<file path="src/rtl/ct_spsram_2048x32_arb_ctrl.sv">
`default_nettype none
// ============================================================================
// Module   : ct_spsram_2048x32_arb_ctrl
// Brief    : Single-port SRAM sequencer/arbiter. A read requester and a
//            byte-masked write requester share one ct_spsram_2048x32_split
//            port (active-low CEN/GWEN/WEN) using round-robin arbitration.
//            A zero-fill engine clears every word after reset or on flush.
// Options  : CT_SPSRAM_ARB_RDATA_FLOP_EN - register sram_q before returning
//            read data (read latency 2 instead of 1).
// Revision : 1.0 - initial release
// ============================================================================
module ct_spsram_2048x32_arb_ctrl #(
  parameter int ADDR_WIDTH = 11,
  parameter int DATA_WIDTH = 32
) (
  input  logic                    forever_cpuclk,
  input  logic                    cpurst_b,
  input  logic                    flush_req,
  output logic                    init_done,
  input  logic                    rd_req,
  input  logic [ADDR_WIDTH-1:0]   rd_addr,
  output logic                    rd_gnt,
  output logic                    rd_vld,
  output logic [DATA_WIDTH-1:0]   rd_data,
  input  logic                    wr_req,
  input  logic [ADDR_WIDTH-1:0]   wr_addr,
  input  logic [DATA_WIDTH-1:0]   wr_data,
  input  logic [DATA_WIDTH/8-1:0] wr_be,
  output logic                    wr_gnt,
  output logic                    sram_cen,
  output logic                    sram_gwen,
  output logic [DATA_WIDTH-1:0]   sram_wen,
  output logic [ADDR_WIDTH-1:0]   sram_a,
  output logic [DATA_WIDTH-1:0]   sram_d,
  input  logic [DATA_WIDTH-1:0]   sram_q
);

  localparam int BE_WIDTH = DATA_WIDTH / 8;

  localparam logic [0:0] ST_INIT = 1'b0;
  localparam logic [0:0] ST_IDLE = 1'b1;

  localparam logic GNT_RD = 1'b0;
  localparam logic GNT_WR = 1'b1;

  localparam logic [ADDR_WIDTH-1:0] LAST_ADDR = {ADDR_WIDTH{1'b1}};

  logic [0:0]            state;
  logic [0:0]            state_nxt;
  logic [ADDR_WIDTH-1:0] init_cnt;
  logic                  last_gnt;
  logic [DATA_WIDTH-1:0] wr_wen;

  // State register; reset always lands in the zero-fill sweep
  always_ff @(posedge forever_cpuclk or negedge cpurst_b) begin
    if (!cpurst_b) state <= ST_INIT;
    else           state <= state_nxt;
  end

  // Next state: sweep ends after writing the last word; flush only from IDLE
  always_comb begin
    state_nxt = state;
    case (state)
      ST_INIT: if (init_cnt == LAST_ADDR) state_nxt = ST_IDLE;
      ST_IDLE: if (flush_req)             state_nxt = ST_INIT;
      default:                            state_nxt = ST_INIT;
    endcase
  end

  // Grant logic: lone requester wins, a tie goes to whoever was not granted last
  always_comb begin
    rd_gnt = 1'b0;
    wr_gnt = 1'b0;
    if (state == ST_IDLE) begin
      if (rd_req && wr_req) begin
        rd_gnt = (last_gnt == GNT_WR);
        wr_gnt = (last_gnt == GNT_RD);
      end else begin
        rd_gnt = rd_req;
        wr_gnt = wr_req;
      end
    end
  end

  // Expand active-high byte enables into the active-low per-bit write mask
  for (genvar i = 0; i < BE_WIDTH; i++) begin : g_wen_byte
    assign wr_wen[8*i +: 8] = ~{8{wr_be[i]}};
  end

  // SRAM port drive: zero-fill write in INIT, otherwise the granted access
  always_comb begin
    sram_cen  = 1'b1;
    sram_gwen = 1'b1;
    sram_wen  = '1;
    sram_a    = '0;
    sram_d    = '0;
    if (state == ST_INIT) begin
      sram_cen  = 1'b0;
      sram_gwen = 1'b0;
      sram_wen  = '0;
      sram_a    = init_cnt;
    end else if (wr_gnt) begin
      sram_cen  = 1'b0;
      sram_gwen = 1'b0;
      sram_wen  = wr_wen;
      sram_a    = wr_addr;
      sram_d    = wr_data;
    end else if (rd_gnt) begin
      sram_cen  = 1'b0;
      sram_a    = rd_addr;
    end
  end

  // Sweep counter, init_done flag and round-robin history
  always_ff @(posedge forever_cpuclk or negedge cpurst_b) begin
    if (!cpurst_b) begin
      init_cnt  <= '0;
      init_done <= 1'b0;
      last_gnt  <= GNT_WR;
    end else begin
      if (state == ST_INIT) init_cnt <= init_cnt + 1'b1;
      else if (flush_req)   init_cnt <= '0;
      init_done <= (state_nxt == ST_IDLE);
      if (rd_gnt)      last_gnt <= GNT_RD;
      else if (wr_gnt) last_gnt <= GNT_WR;
    end
  end

`ifdef CT_SPSRAM_ARB_RDATA_FLOP_EN
  logic                  rd_pend;
  logic                  rd_vld_q;
  logic [DATA_WIDTH-1:0] rd_data_q;

  // Two-stage read return: sram_q is flopped before leaving the block
  always_ff @(posedge forever_cpuclk or negedge cpurst_b) begin
    if (!cpurst_b) begin
      rd_pend   <= 1'b0;
      rd_vld_q  <= 1'b0;
      rd_data_q <= '0;
    end else begin
      rd_pend  <= rd_gnt;
      rd_vld_q <= rd_pend;
      if (rd_pend) rd_data_q <= sram_q;
    end
  end

  assign rd_vld  = rd_vld_q;
  assign rd_data = rd_data_q;
`else
  logic                  rd_vld_q;
  logic [DATA_WIDTH-1:0] rd_hold;

  // One-cycle read return: sram_q passes straight through while valid, held after
  always_ff @(posedge forever_cpuclk or negedge cpurst_b) begin
    if (!cpurst_b) begin
      rd_vld_q <= 1'b0;
      rd_hold  <= '0;
    end else begin
      rd_vld_q <= rd_gnt;
      if (rd_vld_q) rd_hold <= sram_q;
    end
  end

  assign rd_vld  = rd_vld_q;
  assign rd_data = rd_vld_q ? sram_q : rd_hold;
`endif

endmodule
`default_nettype wire

</file>
<file path="config.mk">
export PLATFORM = sky130hd
export DESIGN_NAME = ct_spsram_2048x32_arb_ctrl
export DESIGN_NICKNAME = d
export VERILOG_FILES = /design/src/rtl/ct_spsram_2048x32_arb_ctrl.sv
export SDC_FILE = /design/constraint.sdc
export NUM_CORES = 1
export LEC_CHECK = 0
export BUFFER_PORTS_ARGS = -buffer_cell sky130_fd_sc_hd__buf_2
export CAP_MARGIN = 40
export CORE_MARGIN = 2
export CORE_UTILIZATION = 44
export CTS_BUF_LIST = sky130_fd_sc_hd__clkbuf_8
export CTS_CLUSTER_SIZE = 25
export DETAILED_ROUTE_END_ITERATION = 10
export MAX_ROUTING_LAYER = met4
export PLACE_DENSITY = 0.87
export REMOVE_ABC_BUFFERS = 1
export SETUP_SLACK_MARGIN = 0.3
export SLEW_MARGIN = 10
export SYNTH_ARGS = -nofsm -noshare
export SYNTH_HDL_FRONTEND = slang
export SYNTH_SLANG_ARGS = --single-unit
</file>
<file path="constraint.sdc">
create_clock -name forever_cpuclk -period 4.4 [get_ports forever_cpuclk]
set_clock_uncertainty 0.2 [all_clocks]
set_input_delay 0.66 -clock forever_cpuclk [delete_from_list [all_inputs] [get_ports forever_cpuclk]]
set_output_delay 0.66 -clock forever_cpuclk [all_outputs]
set_load 0.01 [all_outputs]
</file>
-- Word-level counts from Yosys, hierarchy flattened
Cells that the tools add are included.
- eq/ne operators: 2
- $add $sub $neg: 1
- multiplexer cells: 24
- reductions and logical operators: 2
- bitwise logic cells: 6
- operator list (operator ; count):
    32-bit 2-to-1 mux ; 5
    11-bit 2-to-1 mux ; 5
    8-bit inverter ; 4
    1-bit 2-to-1 mux ; 13
    11-bit by 1-bit adder with 11-bit output (second input constant) ; 1
    11-bit equality test (second input constant) ; 1
    2-bit inequality test (second input constant) ; 1
    1-bit inverter ; 2
    1-bit case mux with 2 select lines ; 1
    2-bit nonzero test ; 1
    1-bit logical AND ; 1
- bits of input ports: 95
- register bits after elaboration: 46
- word-level logic and storage cells: 40
- output and inout bits: 113

-- Longest topological paths before layout
Gate-level depths: netlist of the first run.
- word-level depth: 6
- depth in mapped cells: 5
- depth with buffers taken out: 4

-- Least setup slack after synthesis of the first run
No wires, ideal clock.
- path type: input-to-output
- from: input port wr_req
- to: output port sram_wen[10]
- arrival time: 1.696 ns
- stages: 4
- slack: 1.844 ns
- buffers on the path: 2
- required time: 3.540 ns
- path through: a21boi_2 clkbuf_1 a21oi_1 buf_4
- word-level cells in the longest chain between the ends: 5
- RTL lines (what ; line ; text):
    from (decl) ; 25 ; input logic wr_req,
    1-bit logical AND ; 75 ; if (rd_req && wr_req) begin
    1-bit 2-to-1 mux * ; 75 ;
    1-bit 2-to-1 mux * ; 74 ; if (state == ST_IDLE) begin
    32-bit 2-to-1 mux * ; 102 ; end else if (wr_gnt) begin
    32-bit 2-to-1 mux * ; 97 ; if (state == ST_INIT) begin
    to (decl) ; 32 ; output logic [DATA_WIDTH-1:0] sram_wen,
Mark *: on every way between the ends. The rest lies on a longest branch, timed or not.

==> results of run 1 <==
-- layout make-up --
type                       instances  area [um2]
timing repair buffer             210        1120
clock buffer                       5        68.8
clock inverter                     3        41.3
sequential                        46        1150
inverter                           2        7.51
fill                             460        2210
multi-input combinational        159        1190
tap                               75        93.8
-- power by group through the flow --
| stage | Clock [W] | Combinational, W | Sequential [W] |
|---|---|---|---|
| after floorplan | 0 | 0.000205 | 0.000553 |
| after global placement | 0 | 0.000339 | 0.000567 |
| after detailed placement | 0 | 0.000355 | 0.000573 |
| after CTS | 0.000305 | 0.000357 | 0.000564 |
| after global routing | 0.000328 | 0.000391 | 0.000575 |
| final | 0.000298 | 0.000353 | 0.000564 |
-- cell usage in the layout (no fill, tap or decap), drive strengths merged, types with 3 or more instances in the layout --
master,n
o22ai,3
a211o,6
nand2,9
buf,210
nor2,3
dfrtp,45
clkbuf,5
inv,3
nand3,11
mux2,32
o21ai,7
a21oi,8
nor2b,6
or4,7
and3,42
a221o,4
nand3b,4
-- worst paths after layout --
check	from	to	cells after the start
hold / removal	cpurst_b	rd_hold[31]	1
setup / recovery	init_done	sram_wen[31]	4
setup reg to reg	init_done	last_gnt	3
min in group forever_cpuclk	rd_hold[16]	rd_hold[16]	1
max in group asynchronous	cpurst_b	rd_hold[19]	2
hold reg to reg	rd_hold[16]	rd_hold[16]	1
-- layer usage --
layer,GRT usage,up-vias
li1,-,1227
met1,0.261,1167
met2,0.379,135
met3,0.0275,2
met4,0.0533,0
met5,-,-
-- state kept, by name, indices dropped and copies added, names as in the netlist --
signal / flops
rd_hold: 32
init_cnt: 11
init_done: 1
last_gnt: 1
rd_vld: 1
-- logic make-up (layout without fill, tap and decap cells) --
| group | Yosys count | in the layout | share of synthesized area |
|---|---|---|---|
| multiplexers | 32 | 32 | 0.136 |
| buffers and inverters | 52 | 220 | 0.120 |
| AO/OA/AOI/OAI | 34 | 34 | 0.0910 |
| XOR/XNOR | 3 | 3 | 0.00990 |
| adder cells (fa/ha/maj) | 1 | 1 | 0.00471 |
| AND/OR/NAND/NOR | 89 | 89 | 0.205 |
| flip-flops | 46 | 46 | 0.434 |
-- per-stage QoR --
stage,std cells,area [um2],util,setup WS (ns),hold slack [ns]
after floorplan,207,2340,-,0.682,0.164
after global placement,489,3480,0.592,1.44,0.272
after detailed placement,492,3560,0.606,1.42,0.281
after CTS,500,3670,0.624,1.38,0.139
after global routing,500,3670,0.624,1.16,0.154
final,500,3670,0.624,1.35,0.131
==> flow_metrics.env, run 1 <==
export IMPL_finalMaxSlewViolations=0
export IMPL_critPathMaxStageDelay_ns=0.69
export IMPL_cts_resized_gates=0
export IMPL_holdBufCountCts=0
export IMPL_postSynthRegisterBits=46
export IMPL_postCtsSetupBuffers=0
export IMPL_fin_crit_ns=3.05
export IMPL_vias=2531
export IMPL_cp_required_ns=3.54
export IMPL_clkLatencyLatePin_ns=0.28
export IMPL_p_clk_frac=0.245
export IMPL_dieArea_mm2=0.00667
export IMPL_critPathBufInv=3
export IMPL_hold_class="input pin to async pin"
export IMPL_antenna_found_initial=0
export IMPL_worstPathCellList="buf_16 -> inv_1 -> a21oi_1 -> buf_2"
export IMPL_tns_ns=0
export IMPL_pwr_density_cell_mw_per_mm2=330
export IMPL_synth_edf_count=0
export IMPL_tightestPinTransition_ns=0.952
export IMPL_route_top_layer_used="met4"
export IMPL_synthArstFlopShare=1.00
export IMPL_cap_violations=0
export IMPL_dp_hpwl_um=5850
export IMPL_wl_met1_um=3250
export IMPL_syn_area_per_cell_um2=10.3
export IMPL_p_sw_frac=0.310
export IMPL_grt_total_usage=0.215
export IMPL_die_height_um=81.7
export IMPL_rsz0062_at_grt="false"
export IMPL_syn_area_mm2=0.00266
export IMPL_final_setup_viol_count=0
export IMPL_ys_top_cells_by_area="dfrtp_1 (42%), mux2_2 (13%), and3_1 (9.9%), buf_4 (7.9%), nand3_1 (2.1%)"
export IMPL_cp_top_family="buffers and inverters"
export IMPL_drtIter0Drc=50
export IMPL_synthTopCellsByCount="dfrtp_1 (45), and3_1 (42), mux2_2 (31)"
export IMPL_htree_num_levels=2
export IMPL_p_seq_frac=0.464
export IMPL_yosysMostFrequentCell="dfrtp_1"
export IMPL_seq_area_frac_synth=0.434
export IMPL_io_pins=208
export IMPL_antenna_left=0
export IMPL_postSynthCellCount=257
export IMPL_yosysTopAreaCellShare=0.424
export IMPL_dr_pass1_iters=4
export IMPL_endpoint_kind="output port"
export IMPL_grt_pass1_vias=2361
export IMPL_total_power_w=0.00121
export IMPL_core_area_mm2=0.00589
export IMPL_cts_tree="built"
export IMPL_diodes=0
export IMPL_fp_row_count=28
export IMPL_yosysWarnings=0
export IMPL_clk_pin_slew_ns=0.08
export IMPL_cts_path_max_buffers=2
export IMPL_grt_overflow_total=0
export IMPL_numCtsBuffers=5
export IMPL_hold_violations=0
export IMPL_drive_gt1_frac=0.595
export IMPL_max_freq_mhz=328
export IMPL_arrival_ns=2.19
export IMPL_wl_per_cell_um=14.9
export IMPL_slew_headroom=0.364
export IMPL_place_congestion=0.760
export IMPL_status="finished, final reports clean"
export IMPL_via_per_inst=5.06
export IMPL_nNetsFinal=520
export IMPL_routed_wl_met2_um=3640
export IMPL_drc_errors=0
export IMPL_p_int_w=0.000838
export IMPL_cts_sinks=46
export IMPL_switchingPower_w=0.000376
export IMPL_crit_type="flop to output port"
export IMPL_rrSetupSlack_ns=2.57
export IMPL_drt_wl_total_um=7450
export IMPL_synth_top_cell_by_area="dfrtp_1"
export IMPL_leakagePower_nw=2.24
export IMPL_ys_flop_type="dfrtp_1"
export IMPL_wl_met3_um=536
export IMPL_pwr_share_comb=0.291
export IMPL_start_util=0.451
export IMPL_cts_root_buffer="clkbuf_8"
export IMPL_crit_fanout=46
export IMPL_grt_start_max_net_pins=50
export IMPL_portBuffers=207
export IMPL_crit_path_top_delay_cell="dfrtp_2"
export IMPL_synth_cell_types=37
export IMPL_worstSetupStartpointType="flop"
export IMPL_die_x_um=81.7
export IMPL_grt_pass1_wl_um=10800
export IMPL_vdd_drop_max_mv=0.256
export IMPL_area_growth_pct=38.4
export IMPL_finalCritPeriodShare=0.693
No activity file was read; power rests on OpenSTA's default activity.
==> inputs of run 2 (changes only) <==
--- a/config.mk
+++ b/config.mk
@@ -8,12 +8,12 @@
 export BUFFER_PORTS_ARGS = -buffer_cell sky130_fd_sc_hd__buf_2
 export CAP_MARGIN = 40
 export CORE_MARGIN = 2
-export CORE_UTILIZATION = 44
+export CORE_UTILIZATION = 37
 export CTS_BUF_LIST = sky130_fd_sc_hd__clkbuf_8
 export CTS_CLUSTER_SIZE = 25
 export DETAILED_ROUTE_END_ITERATION = 10
 export MAX_ROUTING_LAYER = met4
-export PLACE_DENSITY = 0.87
+export PLACE_DENSITY = 0.78
 export REMOVE_ABC_BUFFERS = 1
 export SETUP_SLACK_MARGIN = 0.3
 export SLEW_MARGIN = 10
==> constraint.sdc (replaced) <==
create_clock -name forever_cpuclk -period 2.5 [get_ports forever_cpuclk]
set_clock_uncertainty 0.2 [all_clocks]
set_input_delay 0.375 -clock forever_cpuclk [delete_from_list [all_inputs] [get_ports forever_cpuclk]]
set_output_delay 0.375 -clock forever_cpuclk [all_outputs]
set_load 0.01 [all_outputs]
==> run 2 against run 1 <==
Against the previous run: largest cell class unchanged; global-route usage shrank 1.4 points; count of clock-buffer cells in the layout did not move; sequential power grew 75%; critical endpoint is now sram_wen[12]; register-to-register slack got worse by 1.9 ns; wire length increased by 8.1%; via count up 3.2%; hold slack worse by 0.0054 ns; largest power group unchanged; worst setup slack got worse by 1.1 ns.
==> flow_metrics.env, run 2 (synthesis results as in run 1) <==
export IMPL_drc_errors=0
export IMPL_dp_hpwl_um=6080
export IMPL_startpoint="last_gnt"
export IMPL_rr_startpoint="init_done"
export IMPL_p_int_w=0.00151
export IMPL_finalCritPeriodShare=0.909
export IMPL_dieArea_mm2=0.00787
export IMPL_antenna_found_initial=0
export IMPL_drive_gt1_frac=0.615
export IMPL_switchingPower_w=0.000681
export IMPL_area_growth_pct=43.7
export IMPL_final_setup_viol_count=0
export IMPL_whs_ns=0.125
export IMPL_pwr_density_cell_mw_per_mm2=574
export IMPL_hold_class="input pin to flop"
export IMPL_io_pins=208
export IMPL_rsz0062_at_grt="true"
export IMPL_place_congestion=0.819
export IMPL_crit_type="flop to output port"
export IMPL_layout_commonest_cell="buf_2"
export IMPL_regToRegEndpoint="init_cnt[10]"
export IMPL_fp_row_count=30
export IMPL_largest_reg_flops=32
export IMPL_drt_wl_total_um=8060
export IMPL_arrival_ns=1.70
export IMPL_grt_pass1_vias=2389
export IMPL_crit_end="sram_wen[12]"
export IMPL_setup_slack_ns=0.228
export IMPL_multi_input_area_mm2=0.00121
export IMPL_crit_fanout=8
export IMPL_cp_required_ns=1.92
export IMPL_max_freq_mhz=440
export IMPL_cts_sinks=46
export IMPL_drtIter0Drc=43
export IMPL_cts_path_max_buffers=2
export IMPL_cap_violations=0
export IMPL_antenna_left=0
export IMPL_dr_pass1_iters=4
export IMPL_die_x_um=88.7
export IMPL_grt_pass1_wl_um=11800
export IMPL_vias=2611
export IMPL_ff_latch_area_mm2=0.00115
export IMPL_grt_start_max_net_pins=47
export IMPL_numCtsBuffers=5
export IMPL_nNetsFinal=534
export IMPL_diodes=0
export IMPL_mostFrequentLayoutCells="buf_2 (207), dfrtp_1 (44), and3_1 (42)"
export IMPL_rr_worst_depth=4
export IMPL_tightestPinTransition_ns=0.591
export IMPL_wl_per_cell_um=15.1
export IMPL_fin_crit_ns=2.27
export IMPL_cts_tree="built"
export IMPL_reg_largest_list="rd_hold x32, init_cnt x11"
export IMPL_finalMaxSlewViolations=0
export IMPL_core_area_mm2=0.00687
export IMPL_clk_pin_slew_ns=0.09
export IMPL_crit_path_top_delay_cell="dfstp_2"
export IMPL_grt_overflow_total=0
export IMPL_place_inst=516
export IMPL_status="finished, final reports clean"
export IMPL_worstSetupStartpointType="flop"
export IMPL_place_ws_ns=0.382
export IMPL_hold_violations=0
export IMPL_critPathMaxStageDelay_ns=0.56
export IMPL_instances_no_fill=535
export IMPL_vdd_drop_max_mv=0.297
export IMPL_p_clk_frac=0.249
export IMPL_rrSetupSlack_ns=0.67
export IMPL_die_height_um=88.7
export IMPL_p_sw_frac=0.311
export IMPL_clkLatencyLatePin_ns=0.29
export IMPL_pwr_share_comb=0.300
export IMPL_grt_total_usage=0.201
export IMPL_regMostFlops="rd_hold"
export IMPL_worstPathCellList="a21boi_4 -> a21oi_1 -> buf_2"
export IMPL_cts_root_buffer="clkbuf_8"
export IMPL_slew_headroom=0.606
export IMPL_start_util=0.387
export IMPL_p_seq_frac=0.451
export IMPL_portBuffers=207
export IMPL_post_route_util=0.555
export IMPL_endpoint_kind="output port"
export IMPL_leakagePower_nw=2.30
export IMPL_htree_num_levels=2
export IMPL_via_per_inst=4.88
export IMPL_tns_ns=0
export IMPL_n_fill_cell=628
-- run 2: worst min-delay path by stage --
stage / cells after the start / startpoint / end
floorplan: 0 / cpurst_b / init_cnt[0]
global placement: 1 / rd_hold[16] / rd_hold[16]
detailed placement: 1 / rd_hold[16] / rd_hold[16]
CTS: 2 / sram_q[7] / rd_hold[7]
global route: 2 / sram_q[7] / rd_hold[7]
finish: 2 / sram_q[7] / rd_hold[7]
-- run 2: power groups by stage --
stage	clock [W]	sequential (W)	combinational, W
6_report	0.000546	0.000987	0.000657
5_1_grt	0.000614	0.00101	0.000727
4_1_cts	0.000582	0.000987	0.000664
3_5_place_dp	0	0.00100	0.000625
3_3_place_gp	0	0.000995	0.000609
2_1_floorplan	0	0.000973	0.000360
-- run 2: routing by layer --
layer / global-route usage / routed length [um] / up-vias
met5: - / 0 / -
met4: 0.0331 / 19 / 0
met3: 0.0354 / 613 / 2
met2: 0.358 / 4260 / 136
met1: 0.239 / 3170 / 1219
li1: - / - / 1254
-- run 2: through the flow --
stage	area, um2	total power, W
after floorplan	2340	0.00133
after global placement	3570	0.00160
after detailed placement	3570	0.00163
after CTS	3810	0.00223
after global routing	3810	0.00235
final	3810	0.00219
-- run 2: area by class of cell --
type	instances	area share
inverter	2	0.00197
multi-input combinational	159	0.318
clock buffer	5	0.0180
clock inverter	3	0.0115
timing repair buffer	224	0.316
tap	96	0.0315
sequential	46	0.302
-- run 2: timing repair --
action | CTS | global route
hold endpoints to repair | 45 | 0
cloned | 1 | 0
pin swaps | 1 | 1
hold buffers | 1 | 0
gates resized for setup | 6 | 1
endpoints found under the setup margin | 43 | 66
setup buffers | 9 | 0
-- run 2: worst max-delay path, delay by kind of cell (launching register included) --
family / cells / cell delay, ns
AO/OA/AOI/OAI: 2 / 0.60
flip-flops: 1 / 0.56
buffers and inverters: 1 / 0.24
==> inputs of run 3 (changes only) <==
--- a/config.mk
+++ b/config.mk
@@ -7,6 +7,7 @@
 export LEC_CHECK = 0
 export BUFFER_PORTS_ARGS = -buffer_cell sky130_fd_sc_hd__buf_2
 export CAP_MARGIN = 40
+export CORE_ASPECT_RATIO = 1.4
 export CORE_MARGIN = 2
 export CORE_UTILIZATION = 37
 export CTS_BUF_LIST = sky130_fd_sc_hd__clkbuf_8
==> run 3 against run 2 <==
Against the previous run: clock power decreased by 24%; via count increased by 5.7%; final cell count up 0.37%; total power shrank 3.9%; critical endpoint is now sram_a[1]; sequential cell count unchanged.
==> flow_metrics.env, run 3 (synthesis results as in run 1) <==
export IMPL_place_congestion=0.856
export IMPL_dr_pass1_iters=4
export IMPL_nNetsFinal=538
export IMPL_total_power_w=0.00210
export IMPL_start_util=0.383
export IMPL_setup_slack_ns=0.256
export IMPL_vdd_drop_max_mv=0.233
export IMPL_final_setup_viol_count=0
export IMPL_clk_pin_slew_ns=0.09
export IMPL_finalCritPeriodShare=0.898
export IMPL_cts_tree="built"
export IMPL_htree_num_levels=2
export IMPL_largest_reg_flops=32
export IMPL_cp_required_ns=1.92
export IMPL_die_height_um=104
export IMPL_cts_path_max_buffers=2
export IMPL_io_pins=208
export IMPL_clkLatencyLatePin_ns=0.30
export IMPL_grt_overflow_total=0
export IMPL_whs_ns=0.125
export IMPL_hold_violations=0
export IMPL_grt_pass1_vias=2593
export IMPL_endpoint_kind="output port"
export IMPL_cts_root_buffer="clkbuf_8"
export IMPL_max_freq_mhz=446
export IMPL_fp_row_count=36
export IMPL_wl_per_cell_um=17.1
export IMPL_mostFrequentLayoutCells="buf_2 (199), dfrtp_1 (44), mux2_2 (31)"
export IMPL_place_ws_ns=0.419
export IMPL_grt_start_max_net_pins=64
export IMPL_dieArea_mm2=0.00788
export IMPL_area_growth_pct=50.4
export IMPL_crit_type="flop to output port"
export IMPL_reg_largest_list="rd_hold x32, init_cnt x11"
export IMPL_worstSetupStartpointType="flop"
export IMPL_place_area_mm2=0.00356
export IMPL_layout_commonest_cell="buf_2"
export IMPL_drive_gt1_frac=0.652
export IMPL_drt_wl_total_um=9160
export IMPL_antenna_found_initial=0
export IMPL_finalMaxSlewViolations=0
export IMPL_fin_crit_ns=2.24
export IMPL_status="finished, final reports clean"
export IMPL_regMostFlops="rd_hold"
export IMPL_slew_headroom=0.663
export IMPL_antenna_left=0
export IMPL_tns_ns=0
export IMPL_diodes=0
export IMPL_final_cell_area_mm2=0.00399
export IMPL_pwr_density_cell_mw_per_mm2=527
export IMPL_core_area_mm2=0.00694
export IMPL_leakagePower_nw=2.30
export IMPL_grt_pass1_wl_um=13000
export IMPL_drtIter0Drc=88
export IMPL_arrival_ns=1.67
export IMPL_drc_errors=0
export IMPL_portBuffers=207
export IMPL_die_x_um=75.6
export IMPL_vias=2759
export IMPL_dp_hpwl_um=6950
export IMPL_tightestPinTransition_ns=0.506
export IMPL_numCtsBuffers=5
export IMPL_cts_sinks=46
export IMPL_hold_class="input pin to flop"
export IMPL_grt_total_usage=0.226
export IMPL_rsz0062_at_grt="true"
export IMPL_crit_fanout=6
export IMPL_via_per_inst=5.14
export IMPL_cap_violations=0
[run 3: worst max-delay path: stages, from the launching register on]
cell,delay (ns)
dfstp_2,0.57
a21boi_4,0.10
buf_12,0.15
and3_4,0.15
a221o_1,0.26
buf_2,0.14
[run 3: power by group]
part           leakage (nW)  internal [W]  switching (W)
Combinational          1.68      0.000368       0.000329
Clock                0.0438      0.000188       0.000227
Sequential            0.577      0.000865       0.000129
[run 3: layout make-up]
class	instances	area, um2
Timing Repair Buffer	227	1330
Clock buffer	5	68.8
Clock inverter	2	10.0
Inverter	2	11.3
Multi-Input combinational cell	160	1300
Fill cell	636	2940
Tap cell	95	119
Sequential cell	46	1150
[run 3: per-stage QoR]
step           std cells   util
3_5_place_dp         515  0.514
6_report             537  0.576
4_1_cts              533  0.550
3_3_place_gp         515  0.514
5_1_grt              537  0.576
2_1_floorplan        207      -
[run 3: routing by layer]
metal	part of all wire	global-route usage	vias to the layer above
li1	-	-	1263
met1	0.38	0.240	1311
met2	0.51	0.401	172
met3	0.092	0.0475	13
met4	0.023	0.0714	0
met5	0	-	-
[run 3: path summary, 6_finish.rpt]
check / from / end / slack, ns / cells past startpoint
worst max-delay path: last_gnt / sram_a[1] / 0.26 / 5
worst min-delay path: sram_q[1] / rd_hold[1] / 0.13 / 2
worst max register to register: init_done / init_cnt[10] / 0.66 / 4
worst min register to register: rd_hold[16] / rd_hold[16] / 0.28 / 1
max in group asynchronous: cpurst_b / rd_hold[22] / 1.00 / 3
min in group asynchronous: cpurst_b / rd_hold[1] / 0.38 / 2
[run 3: what timing repair did]
action                                  in CTS  in global routing
endpoints found under the setup margin      44                 74
buffers inserted                             7                  4
pin swaps                                    2                  9
resized for setup                            9                 30
cloned                                       3                  0
hold buffers                                 1                  0
hold endpoints to repair                    18                  0
